`src/rtl/hazard_sched.sv`:
```
// hazard_sched -- in-order pipeline hazard scheduler.
//
// Keeps a 32-entry scoreboard of 2-bit pending-write counts and derives the
// PC / pipeline-register write enables and bubble-insert controls from it.
// Priority: mem_busy (freeze) > branch flush > RAW/WAW hazard stall > normal.
//
// Ports:
//   i_clk, i_rst                       clock, async active-high reset
//   valid_ifid, rs1/rs2_ifid, rs*_used instruction in ID and its sources
//   rd_ifid, rdwren_ifid               destination of the instruction in ID
//   pcsel_exmem, is_br/is_uncbr_exmem  redirect resolved in EX/MEM
//   mem_busy                           LSU stall, freezes the whole pipe
//   pc_wren, wren_ifid, pipe_en        write enables
//   clear_ifid/idex/exmem              synchronous bubble inserts
//
// Optional: define HAZARD_SCHED_PERF_EN to add the saturating 16-bit
// stall_cycles and flush_count counters as outputs.
module hazard_sched (
    input  logic        i_clk,
    input  logic        i_rst,
    input  logic        valid_ifid,
    input  logic [4:0]  rs1_ifid,
    input  logic [4:0]  rs2_ifid,
    input  logic        rs1_used,
    input  logic        rs2_used,
    input  logic [4:0]  rd_ifid,
    input  logic        rdwren_ifid,
    input  logic        pcsel_exmem,
    input  logic        is_br_exmem,
    input  logic        is_uncbr_exmem,
    input  logic        mem_busy,
    output logic        pc_wren,
    output logic        wren_ifid,
    output logic        clear_ifid,
    output logic        clear_idex,
    output logic        clear_exmem,
    output logic        pipe_en
`ifdef HAZARD_SCHED_PERF_EN
    ,
    output logic [15:0] stall_cycles,
    output logic [15:0] flush_count
`endif
);

    // One pending count per architectural register; 3 covers EX, MEM, WB.
    logic [31:0][1:0] scb;

    logic flush, hazard, issue;
    logic rs1_busy, rs2_busy, rd_busy;

    assign flush    = pcsel_exmem & (is_br_exmem | is_uncbr_exmem);
    assign rs1_busy = rs1_used & (rs1_ifid != 5'd0) & (scb[rs1_ifid] != 2'd0);
    assign rs2_busy = rs2_used & (rs2_ifid != 5'd0) & (scb[rs2_ifid] != 2'd0);
    // A pending write to rd blocks reissue so one register never has two
    // writers in flight (the count would otherwise be overwritten early).
    assign rd_busy  = rdwren_ifid & (rd_ifid != 5'd0) & (scb[rd_ifid] != 2'd0);
    assign hazard   = valid_ifid & (rs1_busy | rs2_busy | rd_busy);
    assign issue    = valid_ifid & rdwren_ifid & (rd_ifid != 5'd0)
                    & ~hazard & ~flush & ~mem_busy;

    always_comb begin
        pc_wren     = 1'b1;
        wren_ifid   = 1'b1;
        pipe_en     = 1'b1;
        clear_ifid  = 1'b0;
        clear_idex  = 1'b0;
        clear_exmem = 1'b0;
        if (i_rst) begin
            pc_wren     = 1'b0;
            wren_ifid   = 1'b0;
            pipe_en     = 1'b0;
            clear_ifid  = 1'b1;
            clear_idex  = 1'b1;
            clear_exmem = 1'b1;
        end else if (mem_busy) begin
            // Full freeze; a concurrent flush stays on the frozen EX/MEM
            // inputs and is applied once mem_busy drops.
            pc_wren   = 1'b0;
            wren_ifid = 1'b0;
            pipe_en   = 1'b0;
        end else if (flush) begin
            clear_ifid  = 1'b1;
            clear_idex  = 1'b1;
            clear_exmem = 1'b1;
        end else if (hazard) begin
            // Hold PC and IF/ID, push a bubble into ID/EX.
            pc_wren    = 1'b0;
            wren_ifid  = 1'b0;
            clear_idex = 1'b1;
        end
    end

    always_ff @(posedge i_clk or posedge i_rst) begin
        if (i_rst) begin
            scb <= '0;
        end else if (!mem_busy) begin
            for (int i = 0; i < 32; i++) begin
                if (i == 0)
                    scb[i] <= 2'd0;
                else if (flush && scb[i] == 2'd3)
                    // Count 3 belongs to the instruction leaving ID/EX, which
                    // the flush squashes, so its write never happens.
                    scb[i] <= 2'd0;
                else if (scb[i] != 2'd0)
                    scb[i] <= scb[i] - 2'd1;
            end
            if (issue)
                scb[rd_ifid] <= 2'd3;
        end
    end

`ifdef HAZARD_SCHED_PERF_EN
    always_ff @(posedge i_clk or posedge i_rst) begin
        if (i_rst) begin
            stall_cycles <= 16'd0;
            flush_count  <= 16'd0;
        end else begin
            if (hazard && !flush && !mem_busy && stall_cycles != 16'hFFFF)
                stall_cycles <= stall_cycles + 16'd1;
            if (flush && !mem_busy && flush_count != 16'hFFFF)
                flush_count <= flush_count + 16'd1;
        end
    end
`endif

endmodule

```
`config.mk`:
```
export PLATFORM = sky130hd
export DESIGN_NAME = hazard_sched
export DESIGN_NICKNAME = d
export VERILOG_FILES = /design/src/rtl/hazard_sched.sv
export SDC_FILE = /design/constraint.sdc
export NUM_CORES = 1
export LEC_CHECK = 0
export ABC_AREA = 1
export BUFFER_PORTS_ARGS = -buffer_cell sky130_fd_sc_hd__buf_2
export CAP_MARGIN = 10
export CORE_ASPECT_RATIO = 2
export CORE_MARGIN = 3
export CORE_UTILIZATION = 32
export DETAILED_ROUTE_END_ITERATION = 10
export PLACE_DENSITY = 0.58
export SYNTH_ARGS = -nofsm -noshare
export SYNTH_HDL_FRONTEND = slang
export SYNTH_SLANG_ARGS = --single-unit
```
`constraint.sdc`:
```
create_clock -name i_clk -period 2.35 [get_ports i_clk]
set_input_delay 0.1175 -clock i_clk [delete_from_list [all_inputs] [get_ports i_clk]]
set_output_delay 0.1175 -clock i_clk [all_outputs]
set_load 0.1 [all_outputs]
```
==> results of run 1 <==
-- tightest hold or removal path, cell delays in order --
cell,delay (ps)
buf_2,140
nand2_1,160
nor2_1,70
nand4_2,90
a21oi_1,60
-- per-stage QoR --
step / area, um^2 / total power, mW
finish: 5560 / 3.64
global route: 5560 / 3.82
CTS: 5390 / 3.60
detailed placement: 5020 / 2.18
global placement: 5020 / 2.17
floorplan: 4620 / 1.92
-- layer usage --
| layer | wire [um] | vias up | share of wire (%) | GRT usage (%) |
|---|---|---|---|---|
| met5 | 0 | - | 0 | 0 |
| met4 | 558 | 0 | 3.8 | 9.57 |
| met3 | 465 | 37 | 3.1 | 2.57 |
| li1 | - | 2319 | - | - |
| met2 | 8100 | 99 | 55 | 35.0 |
| met1 | 5720 | 2172 | 39 | 21.1 |
-- synthesized netlist by cell type, drive strengths merged (2+ instances only) --
cell | count | share of area, %
dfrtp | 63 | 34
nand4 | 31 | 8.1
clkbuf | 17 | 1.5
nand3 | 32 | 3.6
o21ai | 23 | 2.5
or2 | 2 | 0.27
o41ai | 2 | 0.38
inv | 74 | 6.0
a31oi | 31 | 4.2
a21oi | 110 | 12
nor2 | 166 | 14
buf | 18 | 3.7
nand2 | 109 | 9.2
-- repair_timing --
item / 4_1_cts / 5_1_grt
gates cloned: 0 / 0
endpoints found under the setup margin: 3 / 65
resized for setup: 15 / 33
endpoints found under the hold margin: 63 / 0
hold buffers: 1 / 0
setup buffers: 1 / 8
pin swaps: 1 / 11
-- cells by family (layout without fill, tap and decap cells) --
logic type / after synthesis / in the layout
buffers and inverters: 110 / 149
AOI/OAI and AO/OA: 167 / 167
and+or+nand+nor: 342 / 342
DFF: 63 / 63
-- layout make-up --
| cell class | count | area share [%] |
|---|---|---|
| well taps | 189 | 4.26 |
| flip-flops and latches | 63 | 28.5 |
| inverters | 75 | 5.20 |
| multi-input cells | 509 | 48.2 |
| clock inverters | 4 | 0.968 |
| repair buffers | 58 | 8.33 |
| clock buffers | 12 | 4.62 |
-- power by group --
| part | switching, mW | internal (mW) | leakage [nW] | total [mW] |
|---|---|---|---|---|
| logic | 0.569 | 0.322 | 2.09 | 0.892 |
| clock network | 0.512 | 0.881 | 0.145 | 1.39 |
| registers | 0.157 | 1.20 | 0.761 | 1.36 |
-- placed cells by master (no fill, tap or decap), types with 2 or more instances in the layout --
master      instances
a21oi_1           105
a21oi_2             5
a31oi_1            31
buf_12              7
buf_2              25
buf_4              25
clkbuf_16           9
clkbuf_8            2
clkinvlp_4          4
dfrtp_1            59
dfrtp_2             4
inv_1              64
inv_2               8
nand2_1            98
nand2_2            10
nand3_1            30
nand4_1             2
nand4_2            29
nor2_1            140
nor2_2             17
nor2_4              9
o21ai_0            16
o21ai_1             5
o41ai_1             2
or2_4               2
-- how the worst min path moves through the flow --
stage | from | endpoint | slack (ps) | cells past startpoint
2_1_floorplan | i_rst | scb[0]$_DFFE_PP0N_ | 250 | 1
3_3_place_gp | i_rst | scb[43]$_DFFE_PP0N_ | 320 | 3
3_5_place_dp | i_rst | scb[33]$_DFFE_PP0N_ | 320 | 3
4_1_cts | rd_ifid[2] | scb[29]$_DFFE_PP0N_ | 350 | 5
5_1_grt | rd_ifid[2] | scb[25]$_DFFE_PP0N_ | 400 | 5
6_report | rd_ifid[2] | scb[29]$_DFFE_PP0N_ | 340 | 5
==> run_results.csv, run 1 <==
group,metric,value,unit
worst_setup_path,crit_path_end,"wren_ifid",
worst_setup_path,cpPeakStageDelay,410,ps
final_layout,largest_reg_flops,63,
power,leakage,2.99,nW
detailed_routing,routed_wl,14800,um
cts,numCtsBuffers,9,
detailed_routing,drt_iter0_markers,224,
grt,antenna_found_initial,0,
synthesis,syn_area,4610,um^2
detailed_routing,route.detailed.drc,0,
final_layout,final_cells,910,
worst_setup_path,crit_cells,13,
worst_setup_path,critPathKind,"flop to output pin",
final_layout,drive_gt1_share,22.6,%
final_layout,fill_cells,1489,
synthesis,ys.warnings.count,0,
worst_setup_path,critPathLaunch,"scb[59]$_DFFE_PP0N_",
cts,clk_root_buffer_cell,"clkbuf_16",
final_layout,top_regs,"scb (63)",
final_layout,antenna_cells,0,
worst_setup_path,path_common_cell,"nand2_1",
timing,tns,0,ps
timing,rsz0062_at_grt,"yes",
detailed_routing,dr_total_vias,4627,
timing,period_share,99.2,%
synthesis,synth_edf_count,0,
detailed_routing,ant_nets,0,
worst_setup_path,cp_cell_sequence,"or2_4, a21oi_2, nand2_1, nand2_1, nand2_1, nor2_1, nand2_1, nand2_2, nand3_4, nand3_2, nand2_2, clkinvlp_4, buf_12",
grt,grt_pass1_vias,4588,
synthesis,synthCells,682,
synthesis,synth-adder-area-share,0,%
place,port_buffers,30,
grt,grt_start_max_net_pins,66,
synthesis,yosysSeqAreaShare,34.2,%
timing,period_needed,2330,ps
worst_setup_path,r2r_cells,14,
timing,setup_violations,0,
synthesis,synth.distinct_cells,29,
cts,path_clk_slew,60,ps
final_layout,area_growth,20.6,%
timing,report.final.slew_viol_count,0,
place,hpwl,10600,um
die,die-area,16000,um^2
timing,hold_viol,0,
worst_setup_path,worstPathMaxFanout,3,
grt,grt_pass1_wl,23900,um
final_layout,seq_area,1580,um^2
synthesis,async_reset_ff_share,100,%
worst_setup_path,rr_startpoint,"scb[59]$_DFFE_PP0N_",
worst_setup_path,end_kind,"output pin",
synthesis,synth_xor_area_share,0,%
die,ios,31,
worst_setup_path,crit_family,"simple AND/OR/NAND/NOR gates",
synthesis,ys_ff_latch,63,
final_layout,layout.nets,741,
final_layout,final_util,39.8,%
die,die_w,90.8,um
worst_setup_path,startpoint_type,"flop",
cts,clock_sinks,63,
cts,clk_latency,340,ps
synthesis,avgSynthCellArea,6.75,um^2
grt,overflow,0,
detailed_routing,vias_per_cell,5.08,
power,ir_worst_vdd,0.327,mV
worst_setup_path,slowest_stage,"dfrtp_1",
synthesis,ys.flop_type,"dfrtp_1",
timing,clock_skew,10.3,ps
synthesis,synth_compound_area_share,19.3,%
timing,maxSlewHeadroom,24.8,%
hold_path,min_path_type,"input port to flop",
place,placedCellCount,884,
grt,track_usage,19.0,%
worst_setup_path,regToRegSetupSlack,120,ps
die,initial_core_util,33.0,%
cts,h-tree-depth,3,
timing,tightest_slew,1130,ps
job,cap_violations,0,
final_layout,regMostFlops,"scb",
die,die_y,176,um
place,place_ws,116,ps
place,place.gp.congestion,0.971,
power,power.density,656,nW/um^2
cts,cts_tree,"yes",
detailed_routing,firstDrtPassIters,4,
synthesis,syn_nets,707,
detailed_routing,drt-wirelength-per-cell,16.3,um
synthesis,synth_top_family_by_area,"simple AND/OR/NAND/NOR gates",
die,rows,61,
synthesis,synth-simple-area-share,35.2,%
worst_setup_path,crit_buf_inv,2,
timing,fmax,429,MHz
worst_setup_path,required,2230,ps
final_layout,multi_input_area,2680,um^2
timing,layout_setup_ws,19.9,ps
synthesis,synthMuxAreaShare,0,%
worst_setup_path,timing.rr.end,"scb[27]$_DFFE_PP0N_",
die,core_area,14000,um^2
status,status,"complete, no violations",
timing,hold_ws,340,ps
cts,cts_buffer_depth,2,
worst_setup_path,cp.arrival,2210,ps
(Power assumes the default switching activity.)
==> inputs of run 2 (changes only) <==
--- a/config.mk
+++ b/config.mk
@@ -5,7 +5,6 @@
 export SDC_FILE = /design/constraint.sdc
 export NUM_CORES = 1
 export LEC_CHECK = 0
-export ABC_AREA = 1
 export BUFFER_PORTS_ARGS = -buffer_cell sky130_fd_sc_hd__buf_2
 export CAP_MARGIN = 10
 export CORE_ASPECT_RATIO = 2
==> constraint.sdc (replaced) <==
create_clock -name i_clk -period 2.35 [get_ports i_clk]
set_input_delay 0.1175 -clock i_clk [delete_from_list [all_inputs] [get_ports i_clk]]
set_output_delay 0.1175 -clock i_clk [all_outputs]
set_load 0.02 [all_outputs]
==> run 2 against run 1 <==
The run now ends with setup timing left. Register-to-register slack got worse by 290 ps. Largest power group unchanged. Largest cell class unchanged. Non-clock buffer count increased by 26. Critical endpoint is now pc_wren. First-iteration DRC count increased by 54%. Sequential power decreased by 19%. Critical path type unchanged. Fmax decreased by 14%.
==> run_results.csv, run 2 <==
group,metric,value,unit
synthesis,async_reset_ff_share,100,%
detailed_routing,drt_iter0_markers,345,
die,rows,57,
synthesis,synthMuxAreaShare,8.88,%
place,place.gp.congestion,0.938,
synthesis,synth.distinct_cells,48,
synthesis,synth_most_common_cell,"nand2_1",
grt,grt_start_max_net_pins,64,
grt,grt_pass1_wl,21500,um
synthesis,synth_compound_area_share,19.4,%
cts,postCtsHoldBufs,0,
final_layout,layout_commonest_cell,"nand2_1",
final_layout,largest_reg_flops,63,
worst_setup_path,critPathKind,"flop to output pin",
synthesis,synthTopCellsByCount,"127 x nand2_1, 63 x dfrtp_1, 62 x o21ai_1",
timing,maxSlewHeadroom,41.6,%
final_layout,regMostFlops,"scb",
worst_setup_path,cpPeakStageDelay,460,ps
power,power.density,530,nW/um^2
final_layout,area_growth,28.8,%
grt,track_usage,19.7,%
synthesis,synth_xor_area_share,0,%
worst_setup_path,critPathLaunch,"scb[10]$_DFFE_PP0N_",
final_layout,final_util,42.6,%
hold_path,min_path_type,"input port to asynchronous set/reset pin",
job,cap_violations,0,
timing,tightest_slew,876,ps
cts,numCtsBuffers,9,
cts,cts_buffer_depth,2,
worst_setup_path,r2r_cells,9,
die,die-area,14200,um^2
worst_setup_path,cp_cell_sequence,"or2_1, mux4_2, nor2_1, a2111oi_0, o21ai_1, nand3_2, a311oi_4, buf_2",
synthesis,yosysTopAreaCell,"dfrtp_1",
power,ir_worst_vdd,0.358,mV
detailed_routing,routed_wl,14700,um
synthesis,synth-adder-area-share,0,%
die,ios,31,
final_layout,antenna_cells,0,
synthesis,syn_area,4060,um^2
die,initial_core_util,33.1,%
synthesis,yosysSeqAreaShare,38.8,%
grt,overflow,0,
cts,clock_sinks,63,
final_layout,final_cell_mix,"127 x nand2_1, 63 x dfrtp_1, 45 x buf_4, 38 x o21ai_2, 36 x nor3b_1",
cts,h-tree-depth,3,
cts,path_clk_slew,50,ps
timing,period_needed,2700,ps
place,placedCellCount,691,
synthesis,synthCells,507,
synthesis,synth-simple-area-share,28.2,%
grt,grt_pass1_vias,4088,
synthesis,syn_nets,532,
timing,report.final.slew_viol_count,0,
synthesis,synth_top_area_share,38.8,%
detailed_routing,dr_total_vias,4208,
worst_setup_path,rr_startpoint,"scb[62]$_DFFE_PP0N_",
worst_setup_path,startpoint_type,"flop",
final_layout,layout.nets,588,
place,port_buffers,30,
synthesis,avgSynthCellArea,8.01,um^2
timing,rsz0062_at_grt,"yes",
die,die_y,165,um
cts,clk_latency,330,ps
timing,hold_viol,0,
cts,cts_tree,"yes",
worst_setup_path,slowest_stage,"mux4_2",
detailed_routing,firstDrtPassIters,5,
synthesis,yosys-top-cells-area,"dfrtp_1 39%, nand2_1 12%, mux4_2 7.8%",
die,core_area,12300,um^2
power,leakage,2.21,nW
worst_setup_path,end_kind,"output pin",
worst_setup_path,worstPathMaxFanout,2,
worst_setup_path,cp.arrival,2580,ps
cts,clk_root_buffer_cell,"clkbuf_16",
grt,antenna_found_initial,0,
synthesis,ys.warnings.count,0,
final_layout,final_cells,714,
synthesis,synth_edf_count,0,
synthesis,ys_ff_latch,63,
final_layout,drive_gt1_share,28.6,%
status,violations,"setup timing",
die,die_w,85.7,um
synthesis,synth_top_family_by_area,"simple AND/OR/NAND/NOR gates",
final_layout,top_regs,"scb (63)",
detailed_routing,vias_per_cell,5.89,
timing,period_share,115,%
timing,clock_skew,4.12,ps
detailed_routing,route.detailed.drc,0,
timing,setup_violations,65,
place,hpwl,9680,um
synthesis,ys.flop_type,"dfrtp_1",
worst_setup_path,required,2230,ps
timing,fmax,370,MHz
status,status,"finished, violations left",
detailed_routing,ant_nets,0,
timing,layout_setup_ws,-350,ps
detailed_routing,drt-wirelength-per-cell,20.6,um
## run 2: cell types whose count changed after synthesis, sizes merged, moves of 13 or more
cell   previous run  this run
nand3            32         5
a21oi           110        32
nand4            31         3
o21ai            23        81
nor3              1        14
nand2           109       127
mux4              0        14
a31oi            31         5
nor2            166        33
inv              74         7
nor3b             0        36
## run 2: where the power goes
group	internal (mW)	leakage, nW	switching [mW]	total, mW
registers	1.09	0.879	0.00627	1.10
logic	0.126	1.19	0.253	0.379
clock network	0.811	0.135	0.485	1.30
## run 2: final cells by class
class	instances	area, um^2
clock inverter	4	47.5
clock buffer	11	233
sequential	63	1580
inverter	7	30.0
multi-input combinational	398	2480
tap	147	184
timing repair buffer	84	682
fill	1198	7040
## run 2: per-stage QoR
stage | hold WS [ps] | setup WS (ps) | setup TNS, ps | instance area [um^2] | total power, mW
after floorplan | 245 | 12.9 | 0 | 4090 | 1.32
after detailed placement | 498 | -67.9 | -224 | 4620 | 1.45
after global placement | 478 | -70.9 | -208 | 4620 | 1.45
after global routing | 190 | -479 | -15840 | 5230 | 2.87
after CTS | 151 | -353 | -1250 | 4930 | 2.76
final | 106 | -350 | -8480 | 5230 | 2.77
## run 2: what timing repair did
item,CTS,global route
setup endpoints to repair,4,65
pin swaps,0,25
resized for setup,6,40
setup buffers,0,1
cloned,0,7
## run 2: metal layers
metal,share of wire (%),up-vias,global-route usage [%]
met3,5.1,68,3.62
met4,7.1,0,12.9
met1,36,2058,21.5
met2,52,169,34.5
li1,-,1913,-
met5,0,-,0
## run 2: worst paths after layout
kind	endpoint	slack, ps
worst min register to register	scb[3]$_DFFE_PP0N_	500
worst max register to register	scb[24]$_DFFE_PP0N_	-170
worst min-delay path	scb[17]$_DFFE_PP0N_	110
max in group asynchronous	scb[37]$_DFFE_PP0N_	1640
worst max-delay path	pc_wren	-350
min in group i_clk	scb[25]$_DFFE_PP0N_	350
## run 2: logic make-up after synthesis
group,after synthesis
buffers and inverters,46
muxes,18
and+or+nand+nor,240
DFF,63
AOI/OAI and AO/OA,140
## run 2: worst max-delay path, delay by kind of cell (launching register included)
kind            cells  cell delay (ps)
flops               1              370
simple gates        3              550
mux                 1              460
buf+inv             1              210
compound gates      3              660
==> inputs of run 3 (changes only) <==
--- a/config.mk
+++ b/config.mk
@@ -7,11 +7,12 @@
 export LEC_CHECK = 0
 export BUFFER_PORTS_ARGS = -buffer_cell sky130_fd_sc_hd__buf_2
 export CAP_MARGIN = 10
-export CORE_ASPECT_RATIO = 2
+export CORE_ASPECT_RATIO = 1.25
 export CORE_MARGIN = 3
 export CORE_UTILIZATION = 32
 export DETAILED_ROUTE_END_ITERATION = 10
-export PLACE_DENSITY = 0.58
+export PLACE_DENSITY = 0.48
+export SKIP_LAST_GASP = 1
 export SYNTH_ARGS = -nofsm -noshare
 export SYNTH_HDL_FRONTEND = slang
 export SYNTH_SLANG_ARGS = --single-unit
==> run 3 against run 2 <==
The flow still finishes with violations (setup timing). Die area decreased by 0.52%. Sequential share of layout area fell by 0.13 points. Critical endpoint is now wren_ifid. Via count is 4.0% lower. Wire length shrank 4.7%. Count of clock-buffer cells in the layout up 1. Register-to-register slack gained 30 ps. Critical path depth is the same. Clock power is 5% higher.
==> run_results.csv, run 3 (synthesized netlist as in run 2, its figures left out) <==
group,metric,value,unit
status,status,"finished, violations left",
status,violations,"setup timing",
grt,track_usage,19.0,%
final_layout,final_util,42.8,%
worst_setup_path,startpoint_type,"flop",
hold_path,min_path_type,"input port to asynchronous set/reset pin",
timing,setup_violations,65,
timing,period_share,116,%
final_layout,drive_gt1_share,26.2,%
die,rows,45,
timing,tns,-7750,ps
worst_setup_path,worstPathMaxFanout,4,
worst_setup_path,cp.arrival,2600,ps
detailed_routing,firstDrtPassIters,5,
final_layout,area_growth,29.4,%
final_layout,fill_cells,1274,
worst_setup_path,required,2230,ps
power,power.density,540,nW/um^2
die,initial_core_util,33.1,%
worst_setup_path,crit_path_end,"wren_ifid",
final_layout,final_cell_mix,"127 x nand2_1, 63 x dfrtp_1, 48 x buf_4, 43 x o21ai_1, 36 x nor3b_1",
worst_setup_path,crit_family,"simple AND/OR/NAND/NOR gates",
cts,numCtsBuffers,9,
timing,maxSlewHeadroom,44.0,%
detailed_routing,ant_nets,0,
worst_setup_path,rr_startpoint,"scb[2]$_DFFE_PP0N_",
timing,clock_skew,6.44,ps
final_layout,largest_reg_flops,63,
die,core_area,12300,um^2
cts,clk_root_buffer_cell,"clkbuf_16",
worst_setup_path,critPathKind,"flop to output pin",
die,die_y,132,um
cts,cts_buffer_depth,2,
detailed_routing,vias_per_cell,5.51,
timing,report.final.slew_viol_count,0,
final_layout,regMostFlops,"scb",
timing,hold_viol,0,
worst_setup_path,cpPeakStageDelay,460,ps
place,place.gp.congestion,0.880,
cts,clk_latency,340,ps
cts,cts_tree,"yes",
worst_setup_path,slowest_stage,"mux4_2",
grt,grt_pass1_vias,3874,
final_layout,antenna_cells,0,
power,ir_worst_vdd,0.225,mV
grt,overflow,0,
worst_setup_path,r2r_cells,10,
timing,tightest_slew,840,ps
worst_setup_path,critPathLaunch,"scb[2]$_DFFE_PP0N_",
final_layout,layout_commonest_cell,"nand2_1",
cts,h-tree-depth,3,
power,leakage,2.20,nW
job,cap_violations,0,
detailed_routing,drt_iter0_markers,297,
detailed_routing,route.detailed.drc,0,
detailed_routing,dr_total_vias,4040,
timing,layout_setup_ws,-371,ps
grt,antenna_found_initial,0,
die,die_w,107,um
worst_setup_path,crit_buf_inv,1,
detailed_routing,routed_wl,14000,um
worst_setup_path,crit_cells,8,
timing,period_needed,2720,ps
cts,clock_sinks,63,
place,hpwl,9190,um
cts,postCtsHoldBufs,0,
grt,grt_start_max_net_pins,64,
detailed_routing,drt-wirelength-per-cell,19.2,um
grt,grt_pass1_wl,20900,um
final_layout,top_regs,"scb (63)",
worst_setup_path,regToRegSetupSlack,-140,ps
cts,path_clk_slew,60,ps
die,die-area,14100,um^2
timing,rsz0062_at_grt,"yes",
place,port_buffers,30,
timing,fmax,368,MHz
worst_setup_path,cp_cell_sequence,"or2_4, mux4_2, a2bb2oi_2, o41ai_1, nor4_2, nand3_2, a311oi_4, buf_4",
worst_setup_path,end_kind,"output pin",
die,ios,31,
final_layout,layout.nets,590,
worst_setup_path,timing.rr.end,"scb[30]$_DFFE_PP0N_",
run 3: cell type report:
cell class	instances	area [um^2]	share of cell area, %
repair buffers	86	728	13.9
clock buffers	12	256	4.88
flip-flops and latches	63	1580	30.0
inverters	7	30.0	0.572
well taps	164	205	3.91
clock inverters	3	42.5	0.810
multi-input cells	398	2410	46.0
run 3: metal layers:
| metal | share of wire [%] | up-vias | track usage (%) |
|---|---|---|---|
| li1 | - | 1906 | - |
| met1 | 43 | 1983 | 26.0 |
| met2 | 49 | 123 | 30.7 |
| met3 | 5.6 | 28 | 2.99 |
| met4 | 1.9 | 0 | 6.25 |
| met5 | 0 | - | 0 |
run 3: worst min-delay path: cells and delay by family:
family                 cells  cell delay (ps)
buffers and inverters      3              860
run 3: worst min path at each step:
stage / end / slack, ps / depth (start not counted)
4_1_cts: scb[49]$_DFFE_PP0N_ / 160 / 3
2_1_floorplan: scb[0]$_DFFE_PP0N_ / 250 / 1
6_report: scb[16]$_DFFE_PP0N_ / 110 / 3
3_5_place_dp: scb[9]$_DFFE_PP0N_ / 490 / 2
5_1_grt: scb[23]$_DFFE_PP0N_ / 210 / 3
3_3_place_gp: scb[9]$_DFFE_PP0N_ / 480 / 2
run 3: power breakdown:
group | leakage (nW) | switching, mW | internal [mW]
clock | 0.145 | 0.493 | 0.871
combinational | 1.18 | 0.242 | 0.132
sequential | 0.879 | 0.00619 | 1.09
total | 2.20 | 0.741 | 2.10
run 3: stage by stage:
stage               setup WS, ps  hold WS, ps  power [mW]  area [um^2]  instances
floorplan                   12.9          245        1.32         4090        507
global placement           -4.73          481        1.45         4650        709
detailed placement         -15.3          489        1.45         4650        709
CTS                         -339          155        2.82         4960        724
global route                -487          206        2.94         5250        733
finish                      -371          113        2.84         5250        733
run 3: timing repair:
item	CTS	global route
pin swaps	0	4
gates resized for setup	1	29
endpoints found under the hold margin	0	0
setup buffers	0	1
cloned	0	8
endpoints found under the setup margin	3	65
